$ cat src/rtl/fp_add_scheduler.sv
// fp_add_scheduler: arbitrates add/sub requests from two requesters onto the
// shared FP add datapath, unpacks operands for the preadder, waits a fixed
// datapath latency, then returns the captured result through valid/ready.
//
// Ports:
//   clk, rst_n                  clock, asynchronous active-low reset
//   reqN_valid/ready            request handshake, N = 0,1 (ready is combinational)
//   reqN_sub, reqN_a, reqN_b    operation (1 = A-B) and packed operands
//   reqN_tag                    opaque tag returned with the result
//   dp_start                    strobe in the first cycle new operands are driven
//   dp_sign_*, dp_exp_*, dp_mantis_*  unpacked operands for the preadder
//   dp_result, dp_loss          datapath result and preadder loss flag
//   res_valid/ready             result handshake
//   res_data, res_src, res_tag, res_inexact  returned result fields
//   busy                        controller is not idle
module fp_add_scheduler #(
  parameter int unsigned EXP_SIZE    = 8,
  parameter int unsigned MANTIS_SIZE = 23,
  parameter int unsigned DP_LATENCY  = 2,
  parameter int unsigned TAG_WIDTH   = 4
) (
  input  logic                              clk,
  input  logic                              rst_n,
  input  logic                              req0_valid,
  output logic                              req0_ready,
  input  logic                              req0_sub,
  input  logic [EXP_SIZE+MANTIS_SIZE:0]     req0_a,
  input  logic [EXP_SIZE+MANTIS_SIZE:0]     req0_b,
  input  logic [TAG_WIDTH-1:0]              req0_tag,
  input  logic                              req1_valid,
  output logic                              req1_ready,
  input  logic                              req1_sub,
  input  logic [EXP_SIZE+MANTIS_SIZE:0]     req1_a,
  input  logic [EXP_SIZE+MANTIS_SIZE:0]     req1_b,
  input  logic [TAG_WIDTH-1:0]              req1_tag,
  output logic                              dp_start,
  output logic                              dp_sign_A,
  output logic                              dp_sign_B,
  output logic [EXP_SIZE-1:0]               dp_exp_A,
  output logic [EXP_SIZE-1:0]               dp_exp_B,
  output logic [MANTIS_SIZE+2:0]            dp_mantis_A,
  output logic [MANTIS_SIZE+2:0]            dp_mantis_B,
  input  logic [EXP_SIZE+MANTIS_SIZE:0]     dp_result,
  input  logic                              dp_loss,
  output logic                              res_valid,
  input  logic                              res_ready,
  output logic [EXP_SIZE+MANTIS_SIZE:0]     res_data,
  output logic                              res_src,
  output logic [TAG_WIDTH-1:0]              res_tag,
  output logic                              res_inexact,
  output logic                              busy
);

  localparam int unsigned W     = 1 + EXP_SIZE + MANTIS_SIZE;
  localparam int unsigned CNT_W = 4;

  typedef enum logic [1:0] {
    IDLE  = 2'd0,
    ISSUE = 2'd1,
    DONE  = 2'd2
  } state_t;

  state_t           state_q;
  state_t           state_d;
  logic [CNT_W-1:0] cnt_q;
  logic             last_grant_q;

  logic             grant;
  logic             accept;
  logic             capture;
  logic             sel_sub;
  logic [W-1:0]     sel_a;
  logic [W-1:0]     sel_b;
  logic [TAG_WIDTH-1:0] sel_tag;

  // State register
  always_ff @(posedge clk or negedge rst_n) begin
    if (!rst_n) begin
      state_q <= IDLE;
    end else begin
      state_q <= state_d;
    end
  end

  // Next-state logic
  always_comb begin
    state_d = state_q;
    case (state_q)
      IDLE:    if (accept)    state_d = ISSUE;
      ISSUE:   if (capture)   state_d = DONE;
      DONE:    if (res_ready) state_d = IDLE;
      default:                state_d = IDLE;
    endcase
  end

  // Arbitration, request handshake and operand selection
  always_comb begin
    // Tie goes to whichever requester was not granted last
    grant = ~last_grant_q;
    if (req0_valid && !req1_valid) begin
      grant = 1'b0;
    end else if (req1_valid && !req0_valid) begin
      grant = 1'b1;
    end

    req0_ready = 1'b0;
    req1_ready = 1'b0;
    // Gated by rst_n so ready stays low while reset is asserted
    if (rst_n && (state_q == IDLE)) begin
      req0_ready = req0_valid & ~grant;
      req1_ready = req1_valid &  grant;
    end
    accept = req0_ready | req1_ready;

    // A counter at or below 1 also ends ISSUE so the state can never stall
    capture = (state_q == ISSUE) && (cnt_q <= CNT_W'(1));

    sel_sub = grant ? req1_sub : req0_sub;
    sel_a   = grant ? req1_a   : req0_a;
    sel_b   = grant ? req1_b   : req0_b;
    sel_tag = grant ? req1_tag : req0_tag;
  end

  // Operand unpacking, latency counter and result capture
  always_ff @(posedge clk or negedge rst_n) begin
    if (!rst_n) begin
      last_grant_q <= 1'b1;
      cnt_q        <= '0;
      dp_start     <= 1'b0;
      dp_sign_A    <= 1'b0;
      dp_sign_B    <= 1'b0;
      dp_exp_A     <= '0;
      dp_exp_B     <= '0;
      dp_mantis_A  <= '0;
      dp_mantis_B  <= '0;
      res_valid    <= 1'b0;
      res_data     <= '0;
      res_src      <= 1'b0;
      res_tag      <= '0;
      res_inexact  <= 1'b0;
      busy         <= 1'b0;
    end else begin
      dp_start  <= accept;
      res_valid <= (state_d == DONE);
      busy      <= (state_d != IDLE);

      if (accept) begin
        last_grant_q <= grant;
        cnt_q        <= CNT_W'(DP_LATENCY);
        dp_sign_A    <= sel_a[W-1];
        dp_sign_B    <= sel_b[W-1] ^ sel_sub;
        dp_exp_A     <= sel_a[W-2 -: EXP_SIZE];
        dp_exp_B     <= sel_b[W-2 -: EXP_SIZE];
        // Hidden bit is set for any non-zero exponent, so zero/denormal get 0
        dp_mantis_A  <= {|sel_a[W-2 -: EXP_SIZE], sel_a[MANTIS_SIZE-1:0], 2'b00};
        dp_mantis_B  <= {|sel_b[W-2 -: EXP_SIZE], sel_b[MANTIS_SIZE-1:0], 2'b00};
        res_src      <= grant;
        res_tag      <= sel_tag;
      end else if (state_q == ISSUE) begin
        cnt_q <= cnt_q - CNT_W'(1);
      end

      if (capture) begin
        res_data    <= dp_result;
        res_inexact <= dp_loss;
      end
    end
  end

endmodule

$ cat config.mk
export PLATFORM = sky130hd
export DESIGN_NAME = fp_add_scheduler
export DESIGN_NICKNAME = d
export VERILOG_FILES = /design/src/rtl/fp_add_scheduler.sv
export SDC_FILE = /design/constraint.sdc
export NUM_CORES = 1
export LEC_CHECK = 0
export ABC_AREA = 1
export CORE_MARGIN = 3
export CORE_UTILIZATION = 30
export CTS_BUF_LIST = sky130_fd_sc_hd__clkbuf_4 sky130_fd_sc_hd__clkbuf_8
export CTS_CLUSTER_DIAMETER = 50
export CTS_CLUSTER_SIZE = 24
export DETAILED_ROUTE_END_ITERATION = 6
export HOLD_SLACK_MARGIN = 0.12
export PLACE_DENSITY = 0.61
export SLEW_MARGIN = 10
export SYNTH_ARGS = -nofsm -noshare
export SYNTH_HDL_FRONTEND = slang
export SYNTH_SLANG_ARGS = --single-unit
$ cat constraint.sdc
create_clock -name clk -period 4.7 [get_ports clk]
set_input_delay 0.705 -clock clk [delete_from_list [all_inputs] [get_ports clk]]
set_output_delay 0.705 -clock clk [all_outputs]
set_load 0.01 [all_outputs]
Word level (Yosys, flattened, before mapping) --
Cells that the tools add are included. Widths: inputs -> output; s select.
Storage, ports and cells: register bits after elaboration 114, logic and storage cells 52, output and inout bits 113
Operators by class: magnitude comparators 1, reductions and logical operators 11, add/sub/neg operators 1, equal/unequal tests 3, bitwise operators 6, mux-type cells 14
Operator list (count):
- $mux 32 | 2
- $reduce_or 8->1 | 2
- $mux 4 | 3
- $mux 2 | 3
- $pmux 2 s3 | 1
- $mux 1 | 5
- $eq 2x2->1 const B | 2
- $le 4x1->1 const B | 1
- $logic_and 1x1->1 | 4
- $reduce_bool 2->1 | 2
- $sub 4x1->4 const B | 1
- $and 1x1->1 | 2
- $eq 2x1->1 const B | 1
- $logic_not 1->1 | 2
- $logic_not 2->1 | 1
- $not 1->1 | 2
- $or 1x1->1 | 1
- $xor 1x1->1 | 1

Depth between registers and ports, before layout --
Gate-level depths: netlist (run 1).
depth in word-level cells 11, mapped depth 11, depth with buffers taken out 10

Worst setup path before layout (run 1) --
OpenSTA, ideal clock, no wires.
kind input port to output port, start input port req0_valid, end output port req0_ready, stages on the path 5, buffers on the path 1, data required time 3.995 ns, arrival time 1.364 ns, setup slack 2.631 ns, cell sequence nand2_1 > nand2_2 > nand2_2 > buf_2 > nor2_1
On the way: word-level cells in the longest chain between the ends 7
RTL lines:
- from (decl) | RTL line 24 | input logic req0_valid,
- $logic_not 1->1 | RTL line 102 | end else if (req1_valid && !req0_valid) begin
- $logic_and 1x1->1 | RTL line 102
- $mux 1 | RTL line 102
- $mux 1 | RTL line 100 | if (req0_valid && !req1_valid) begin
- $not 1->1 | RTL line 110 | req0_ready = req0_valid & ~grant;
- $and 1x1->1 (*) | RTL line 110
- $mux 1 (*) | RTL line 109 | if (rst_n && (state_q == IDLE)) begin
- to (decl) | RTL line 25 | output logic req0_ready,
Mark *: on every way between the ends. The rest lies on a longest branch, timed or not.

Worst setup path after layout (run 1) --
Ends and elaborated chain as after synthesis.

==> results of run 1 <==
==> cell usage after synthesis (all sizes together) <==
master    n
a21oi     1
a31oi    51
buf      34
clkbuf    2
clkinv    1
conb      1
dfrtp   113
dfstp     1
ha        2
inv      27
mux2     33
nand2   181
nand3     5
nand3b   14
nand4     2
nor2     61
o211ai    2
o21ai    18
o31ai     2
or2       1
xnor2     1
xor2      3
==> metrics by stage <==
step	area [um^2]	instances	util	hold WS, ns	total power [W]
2_1_floorplan	5290	559	-	0.409	0.00304
3_3_place_gp	8220	1033	0.487	0.459	0.00432
3_5_place_dp	8220	1033	0.487	0.473	0.00438
4_1_cts	8650	1066	0.513	0.490	0.00541
5_1_grt	8650	1066	0.513	0.511	0.00568
6_report	8650	1066	0.513	0.486	0.00532
==> tightest hold or removal path: cells and delay by family, from the launching register on <==
family | cells | cell delay, ns
flip-flops | 1 | 0.35
AO/OA/AOI/OAI | 1 | 0.06
AND/OR/NAND/NOR | 1 | 0.05
==> layer usage <==
layer  part of all wire  wire length (um)  vias up  GRT usage
li1                   -                 -     2362          -
met1               0.41              6940     2293      0.213
met5                  0                 0        -          0
met3              0.059              1000       23     0.0455
met4              0.021               348        0     0.0721
met2               0.51              8640      198      0.293
==> where the power goes <==
part | switching (W) | leakage (nW) | internal, W
combinational | 0.00115 | 2.31 | 0.00142
sequential | 0.000279 | 1.32 | 0.00148
clock | 0.000422 | 0.203 | 0.000572
total | 0.00185 | 3.83 | 0.00348
==> flip-flops by register name, indices dropped and copies added (netlist names) <==
register      cells
busy              1
cnt_q             4
dp_exp_A          8
dp_exp_B          8
dp_mantis_A      24
dp_mantis_B      24
dp_sign_A         1
dp_sign_B         1
dp_start          1
last_grant_q      1
res_data         32
res_inexact       1
res_src           1
res_tag           4
res_valid         1
state_q           2
==> logic make-up after synthesis <==
kind of cell               after synthesis  synth area share
DFF                                    114             0.541
muxes                                   33            0.0911
and+or+nand+nor                        264             0.204
AOI/OAI and AO/OA                       74            0.0868
buffers and inverters                   64            0.0650
other                                    1          0.000711
adders and majority gates                2           0.00474
xor gates and xnor gates                 4           0.00664
==> cell type report <==
cell class / count / area, um^2 / area share
flip-flops and latches: 114 / 2850 / 0.330
clock buffers: 17 / 234 / 0.0270
well taps: 220 / 275 / 0.0318
inverters: 28 / 105 / 0.0121
repair buffers: 291 / 2900 / 0.335
multi-input cells: 381 / 2100 / 0.242
clock inverters: 15 / 191 / 0.0221
==> timing repair <==
item | CTS | global route
setup endpoints to repair | 0 | 0
hold buffers | 1 | 0
endpoints found under the hold margin | 10 | 0
==> worst paths after layout <==
kind	endpoint	slack, ns	from	cells past startpoint
hold / removal	dp_exp_B[0]	0.49	dp_exp_B[0]	2
min in group asynchronous	dp_exp_B[4]	0.77	rst_n	2
hold reg to reg	dp_exp_B[0]	0.49	dp_exp_B[0]	2
setup / recovery	req0_ready	1.09	req0_valid	6
max in group asynchronous	dp_sign_A	2.30	rst_n	4
setup reg to reg	dp_mantis_A[3]	1.78	last_grant_q	7
==> impl_metrics.prom, run 1 <==
# TYPE chip_impl_metric gauge
chip_impl_metric{name="chipWidth",unit="um"} 139
chip_impl_metric{name="clockBufferDepth",unit=""} 2
chip_impl_metric{name="drt_drc_violations_left",unit=""} 0
chip_impl_metric{name="cp_data_required_time",unit="ns"} 3.99
chip_impl_metric{name="detail_route.wl_per_cell",unit="um"} 15.9
chip_impl_metric{name="final_layout_size_suffix_gt1_frac",unit=""} 0.0993
chip_impl_metric{name="n_fill_cell",unit=""} 1519
chip_impl_metric{name="insertedDiodeCount",unit=""} 0
chip_impl_metric{name="synthesis.area",unit="um^2"} 5280
chip_impl_info{name="crit_chain",value="clkdlybuf4s50_1 > nand2_1 > nand2_2 > nand2_2 > nor2_1 > clkdlybuf4s50_1"} 1
chip_impl_metric{name="worstPathBufferInverterCount",unit=""} 2
chip_impl_metric{name="grt_max_degree",unit=""} 73
chip_impl_metric{name="final_net_count",unit=""} 1011
chip_impl_metric{name="post_drt_via_cell_ratio",unit=""} 4.57
chip_impl_metric{name="detailedRoute.firstIterationViolations",unit=""} 195
chip_impl_metric{name="detailedPlace.worstSlack",unit="ns"} 0.893
chip_impl_info{name="tritoncts",value="yes"} 1
chip_impl_metric{name="initial_core_util",unit=""} 0.313
chip_impl_metric{name="final.setup_skew",unit="ns"} 0.00736
chip_impl_info{name="worst_hold_check_path_type",value="register to register"} 1
chip_impl_info{name="cts_root_buffer",value="clkbuf_8"} 1
chip_impl_metric{name="synth_sequential_area_ratio",unit=""} 0.541
chip_impl_metric{name="setup_ws",unit="ns"} 1.09
chip_impl_metric{name="postSynthRegisterBits",unit=""} 114
chip_impl_info{name="cp_top_family",value="simple AND/OR/NAND/NOR gates"} 1
chip_impl_metric{name="setup_total_negative_slack",unit="ns"} 0
chip_impl_metric{name="period_minus_slack",unit="ns"} 3.61
chip_impl_metric{name="detailedRoute.firstPassIterationCount",unit=""} 5
chip_impl_metric{name="yosys_warnings",unit=""} 0
chip_impl_info{name="critPathSlowestCell",value="clkdlybuf4s50_1"} 1
chip_impl_info{name="status",value="finished, final reports clean"} 1
chip_impl_metric{name="timing.max_slew.rel_slack",unit=""} 0.450
chip_impl_metric{name="p_leak",unit="nW"} 3.83
chip_impl_metric{name="setup_violations",unit=""} 0
chip_impl_metric{name="post_synth_num_cell_types",unit=""} 30
chip_impl_metric{name="io-pin-count",unit=""} 289
chip_impl_metric{name="critical_path.max_stage_delay",unit="ns"} 0.57
chip_impl_metric{name="max_cap_violations",unit=""} 0
chip_impl_metric{name="place.port_buffers",unit=""} 284
chip_impl_metric{name="yosysTopAreaCellShare",unit=""} 0.536
chip_impl_metric{name="total_routed_length",unit="mm"} 16.9
chip_impl_metric{name="worst-slew-pin-transition",unit="ns"} 0.820
chip_impl_metric{name="vias",unit=""} 4876
chip_impl_metric{name="die_area",unit="um^2"} 19200
chip_impl_info{name="synth_largest_area_cell",value="dfrtp_1"} 1
chip_impl_metric{name="syn_to_final_growth",unit="%"} 64.0
chip_impl_metric{name="skew_pair_late_insertion_delay",unit="ns"} 0.43
chip_impl_info{name="synthTopCellsByArea",value="dfrtp_1 (54%), nand2_1 (13%), mux2_4 (8.3%), a31oi_1 (6.0%), nor2_1 (4.2%)"} 1
chip_impl_info{name="layout.cells.most_common_list",value="clkdlybuf4s50_1 (283), nand2_1 (177), dfrtp_1 (113)"} 1
chip_impl_metric{name="core_region_area",unit="um^2"} 16900
chip_impl_info{name="most_common_cell_after_layout_fill_and_taps_aside",value="clkdlybuf4s50_1"} 1
chip_impl_metric{name="postRouteAntennaNets",unit=""} 0
chip_impl_metric{name="clkSlewWorstSetupHoldPaths",unit="ns"} 0.06
chip_impl_metric{name="slew_violations",unit=""} 0
chip_impl_metric{name="globalRouteTotalUtil",unit=""} 0.174
chip_impl_metric{name="grt_remaining_overflow",unit=""} 0
chip_impl_metric{name="dp.final_hpwl",unit="mm"} 12.7
chip_impl_metric{name="grt_pass1_vias",unit=""} 5022
chip_impl_metric{name="grt_pass1_wl",unit="mm"} 27.0
chip_impl_metric{name="chipHeight",unit="um"} 139
chip_impl_metric{name="postSynthAreaPerCell",unit="um^2"} 9.49
chip_impl_metric{name="power_per_standard_cell_area",unit="nW/um^2"} 616
chip_impl_metric{name="cp_max_fo",unit=""} 30
chip_impl_info{name="worst_setup_path_start_kind",value="input pin"} 1
chip_impl_metric{name="cts_max_level",unit=""} 4
chip_impl_metric{name="cts_resized",unit=""} 0
chip_impl_metric{name="syn-instance-count",unit=""} 556
chip_impl_metric{name="irDropWorstVdd",unit="V"} 0.000248
chip_impl_info{name="unrepaired_setup_endpoints_after_global_routing",value="false"} 1
chip_impl_metric{name="numCtsBuffers",unit=""} 17
chip_impl_info{name="worstSetupPathType",value="input pin to output pin"} 1
chip_impl_metric{name="critical_path_arrival",unit="ns"} 2.90
chip_impl_metric{name="clock_sink_count",unit=""} 114
chip_impl_info{name="critical_path.endpoint_type",value="output pin"} 1
chip_impl_metric{name="post_cts.repair.setup_buffers",unit=""} 0
chip_impl_metric{name="antenna_violations_before_repair",unit=""} 0
chip_impl_metric{name="layout_worst_path_cycle_share",unit=""} 0.767
chip_impl_metric{name="fp-row-count",unit=""} 47
chip_impl_metric{name="fmaxAchievable",unit="MHz"} 277
chip_impl_metric{name="gp_congestion",unit=""} 0.802
chip_impl_metric{name="timing_hold_violations_final",unit=""} 0
(Power assumes the default switching activity.)
==> inputs of run 2 (changes only) <==
--- a/config.mk
+++ b/config.mk
@@ -13,7 +13,7 @@
 export CTS_CLUSTER_SIZE = 24
 export DETAILED_ROUTE_END_ITERATION = 6
 export HOLD_SLACK_MARGIN = 0.12
-export PLACE_DENSITY = 0.61
+export PLACE_DENSITY = 0.63
 export SLEW_MARGIN = 10
 export SYNTH_ARGS = -nofsm -noshare
 export SYNTH_HDL_FRONTEND = slang
==> constraint.sdc (replaced) <==
create_clock -name clk -period 3.3 [get_ports clk]
set_input_delay 0.495 -clock clk [delete_from_list [all_inputs] [get_ports clk]]
set_output_delay 0.495 -clock clk [all_outputs]
set_load 0.01 [all_outputs]
==> run 2 against run 1 <==
Combinational power grew 44%. Clock skew up 0.0040 ns. Global-route usage shrank 0.89 points. Sequential share of layout area fell by 0.12 points. Via count is 3.0% lower. Core utilization rose by 0.19 points. Non-clock buffer count is 2 higher. Critical path type unchanged. Critical endpoint unchanged. Highest routed layer unchanged.
==> impl_metrics.prom, run 2 (synthesis gave the netlist of run 1 again) <==
# TYPE chip_impl_metric gauge
chip_impl_metric{name="detailedRoute.firstIterationViolations",unit=""} 135
chip_impl_metric{name="cp_max_fo",unit=""} 5
chip_impl_metric{name="core_region_area",unit="um^2"} 16900
chip_impl_metric{name="place.port_buffers",unit=""} 284
chip_impl_metric{name="final_layout_size_suffix_gt1_frac",unit=""} 0.101
chip_impl_metric{name="cts_resized",unit=""} 0
chip_impl_metric{name="die_area",unit="um^2"} 19200
chip_impl_metric{name="post_drt_via_cell_ratio",unit=""} 4.43
chip_impl_metric{name="power_per_standard_cell_area",unit="nW/um^2"} 868
chip_impl_metric{name="vias",unit=""} 4729
chip_impl_metric{name="grt_remaining_overflow",unit=""} 0
chip_impl_info{name="top_regs",value="res_data (32), dp_mantis_A (24), dp_mantis_B (24)"} 1
chip_impl_metric{name="irDropWorstVdd",unit="V"} 0.000320
chip_impl_metric{name="grt_max_degree",unit=""} 81
chip_impl_metric{name="grt_pass1_vias",unit=""} 4600
chip_impl_metric{name="clock_sink_count",unit=""} 114
chip_impl_metric{name="layout.cell_area.non_filler",unit="um^2"} 8680
chip_impl_metric{name="detailedRoute.firstPassIterationCount",unit=""} 4
chip_impl_metric{name="globalRouteTotalUtil",unit=""} 0.165
chip_impl_metric{name="detail_route.wl_per_cell",unit="um"} 15.2
chip_impl_metric{name="area_of_combinational_cells_with_multiple_inputs",unit="um^2"} 2100
chip_impl_info{name="regToRegEndpoint",value="dp_mantis_A[17]"} 1
chip_impl_metric{name="netSwitchingFraction",unit=""} 0.348
chip_impl_metric{name="syn_to_final_growth",unit="%"} 64.5
chip_impl_metric{name="clockBufferDepth",unit=""} 2
chip_impl_info{name="layout.cells.most_common_list",value="clkdlybuf4s50_1 (283), nand2_1 (177), dfrtp_1 (113)"} 1
chip_impl_metric{name="worst-slew-pin-transition",unit="ns"} 0.844
chip_impl_metric{name="gp_congestion",unit=""} 0.808
chip_impl_metric{name="slew_violations",unit=""} 0
chip_impl_metric{name="setup_total_negative_slack",unit="ns"} 0
chip_impl_info{name="reg2reg_from",value="last_grant_q"} 1
chip_impl_metric{name="p_leak",unit="nW"} 3.85
chip_impl_metric{name="timing.reg2reg.worst_path_depth",unit=""} 8
chip_impl_metric{name="critical_path.max_stage_delay",unit="ns"} 0.58
chip_impl_metric{name="chipWidth",unit="um"} 139
chip_impl_info{name="max_flop_register",value="res_data"} 1
chip_impl_metric{name="final_cells",unit=""} 1068
chip_impl_metric{name="internal_power",unit="W"} 0.00491
chip_impl_info{name="worst_hold_check_path_type",value="input pin to async pin"} 1
chip_impl_metric{name="skew_pair_late_insertion_delay",unit="ns"} 0.43
chip_impl_info{name="status",value="finished, final reports clean"} 1
chip_impl_metric{name="final_net_count",unit=""} 1013
chip_impl_metric{name="net-switching-power",unit="W"} 0.00262
chip_impl_metric{name="placed_cell_area",unit="um^2"} 8260
chip_impl_metric{name="insertedDiodeCount",unit=""} 0
chip_impl_metric{name="max_cap_violations",unit=""} 0
chip_impl_metric{name="power.share.combinational",unit=""} 0.490
chip_impl_metric{name="seq_power_share",unit=""} 0.329
chip_impl_metric{name="antenna_violations_before_repair",unit=""} 0
chip_impl_metric{name="dp.final_hpwl",unit="mm"} 12.0
chip_impl_info{name="most_common_cell_after_layout_fill_and_taps_aside",value="clkdlybuf4s50_1"} 1
chip_impl_info{name="worst_setup_path_start_kind",value="input pin"} 1
chip_impl_metric{name="n_fill_cell",unit=""} 1631
chip_impl_metric{name="total_routed_length",unit="mm"} 16.2
chip_impl_info{name="worst_setup_path_startpoint",value="rst_n"} 1
chip_impl_metric{name="fp-row-count",unit=""} 47
chip_impl_metric{name="critical_path_arrival",unit="ns"} 2.22
chip_impl_metric{name="setup_violations",unit=""} 0
chip_impl_metric{name="cp_data_required_time",unit="ns"} 2.80
chip_impl_metric{name="period_minus_slack",unit="ns"} 2.72
chip_impl_metric{name="layout_worst_path_cycle_share",unit=""} 0.824
chip_impl_info{name="crit_chain",value="dlygate4sd3_1 > buf_4 > nand4_1 > nor2_1 > clkdlybuf4s50_1"} 1
chip_impl_metric{name="cts_max_level",unit=""} 4
chip_impl_info{name="tritoncts",value="yes"} 1
chip_impl_metric{name="clkSlewWorstSetupHoldPaths",unit="ns"} 0.07
chip_impl_info{name="unrepaired_setup_endpoints_after_global_routing",value="false"} 1
chip_impl_metric{name="final.setup_skew",unit="ns"} 0.0114
chip_impl_metric{name="initial_core_util",unit=""} 0.313
chip_impl_metric{name="fmaxAchievable",unit="MHz"} 368
chip_impl_metric{name="regArea",unit="um^2"} 2850
chip_impl_metric{name="timing.max_slew.rel_slack",unit=""} 0.438
chip_impl_metric{name="power.clock.fraction",unit=""} 0.181
chip_impl_metric{name="layout.core_utilization",unit=""} 0.514
chip_impl_info{name="cts_root_buffer",value="clkbuf_8"} 1
chip_impl_info{name="worstSetupPathType",value="input pin to output pin"} 1
chip_impl_metric{name="grt_pass1_wl",unit="mm"} 25.3
chip_impl_info{name="critPathSlowestCell",value="dlygate4sd3_1"} 1
chip_impl_metric{name="timing_hold_violations_final",unit=""} 0
chip_impl_metric{name="io-pin-count",unit=""} 289
chip_impl_metric{name="chipHeight",unit="um"} 139
chip_impl_metric{name="drt_drc_violations_left",unit=""} 0
chip_impl_info{name="critical_path.endpoint_type",value="output pin"} 1
chip_impl_metric{name="numCtsBuffers",unit=""} 17
chip_impl_metric{name="timing.reg2reg.setup_slack",unit="ns"} 1.10
chip_impl_metric{name="number_of_flip_flops_under_the_largest_register_name",unit=""} 32
chip_impl_metric{name="postRouteAntennaNets",unit=""} 0
chip_impl_metric{name="post-place-cells",unit=""} 1035
==> run 2: how the worst max path moves through the flow <==
| stage | end | depth (start not counted) |
|---|---|---|
| after floorplan | req0_ready | 5 |
| final | req0_ready | 5 |
| after CTS | req0_ready | 5 |
| after detailed placement | dp_mantis_A[12] | 9 |
| after global routing | req0_ready | 5 |
| after global placement | res_tag[0] | 9 |
==> run 2: per-layer routing <==
| metal | routed length (um) | GRT usage | vias up |
|---|---|---|---|
| met5 | 0 | 0 | - |
| met4 | 302 | 0.0536 | 0 |
| met3 | 1170 | 0.0628 | 23 |
| met2 | 8060 | 0.279 | 188 |
| met1 | 6670 | 0.196 | 2148 |
| li1 | - | - | 2370 |
==> run 2: per-stage QoR <==
stage	hold WS (ns)	worst slack (ns)	power, W
2_1_floorplan	0.199	1.63	0.00433
3_3_place_gp	0.308	0.661	0.00619
3_5_place_dp	0.306	0.616	0.00625
4_1_cts	0.447	0.568	0.00767
5_1_grt	0.447	0.481	0.00807
6_report	0.476	0.581	0.00753
==> run 2: final cells by class <==
type                       instances  area share
timing repair buffer             293       0.338
inverter                          28      0.0121
clock inverter                    15      0.0210
multi-input combinational        381       0.241
sequential                       114       0.329
tap                              220      0.0317
clock buffer                      17      0.0269
==> run 2: critical path: cells and delay by family <==
family,cells,cell delay (ns)
buffers and inverters,3,1.30
and+or+nand+nor,2,0.43
==> run 2: power groups by stage <==
stage	Clock, W	Combinational (W)	Sequential (W)
after detailed placement	0	0.00375	0.00250
final	0.00136	0.00369	0.00248
after global routing	0.00149	0.00400	0.00258
after floorplan	0	0.00153	0.00280
after global placement	0	0.00372	0.00248
after CTS	0.00142	0.00376	0.00249
==> run 2: what timing repair did <==
action	4_1_cts	5_1_grt
endpoints found under the hold margin	2	0
setup buffers	0	0
hold buffers	1	0
setup endpoints to repair	0	0
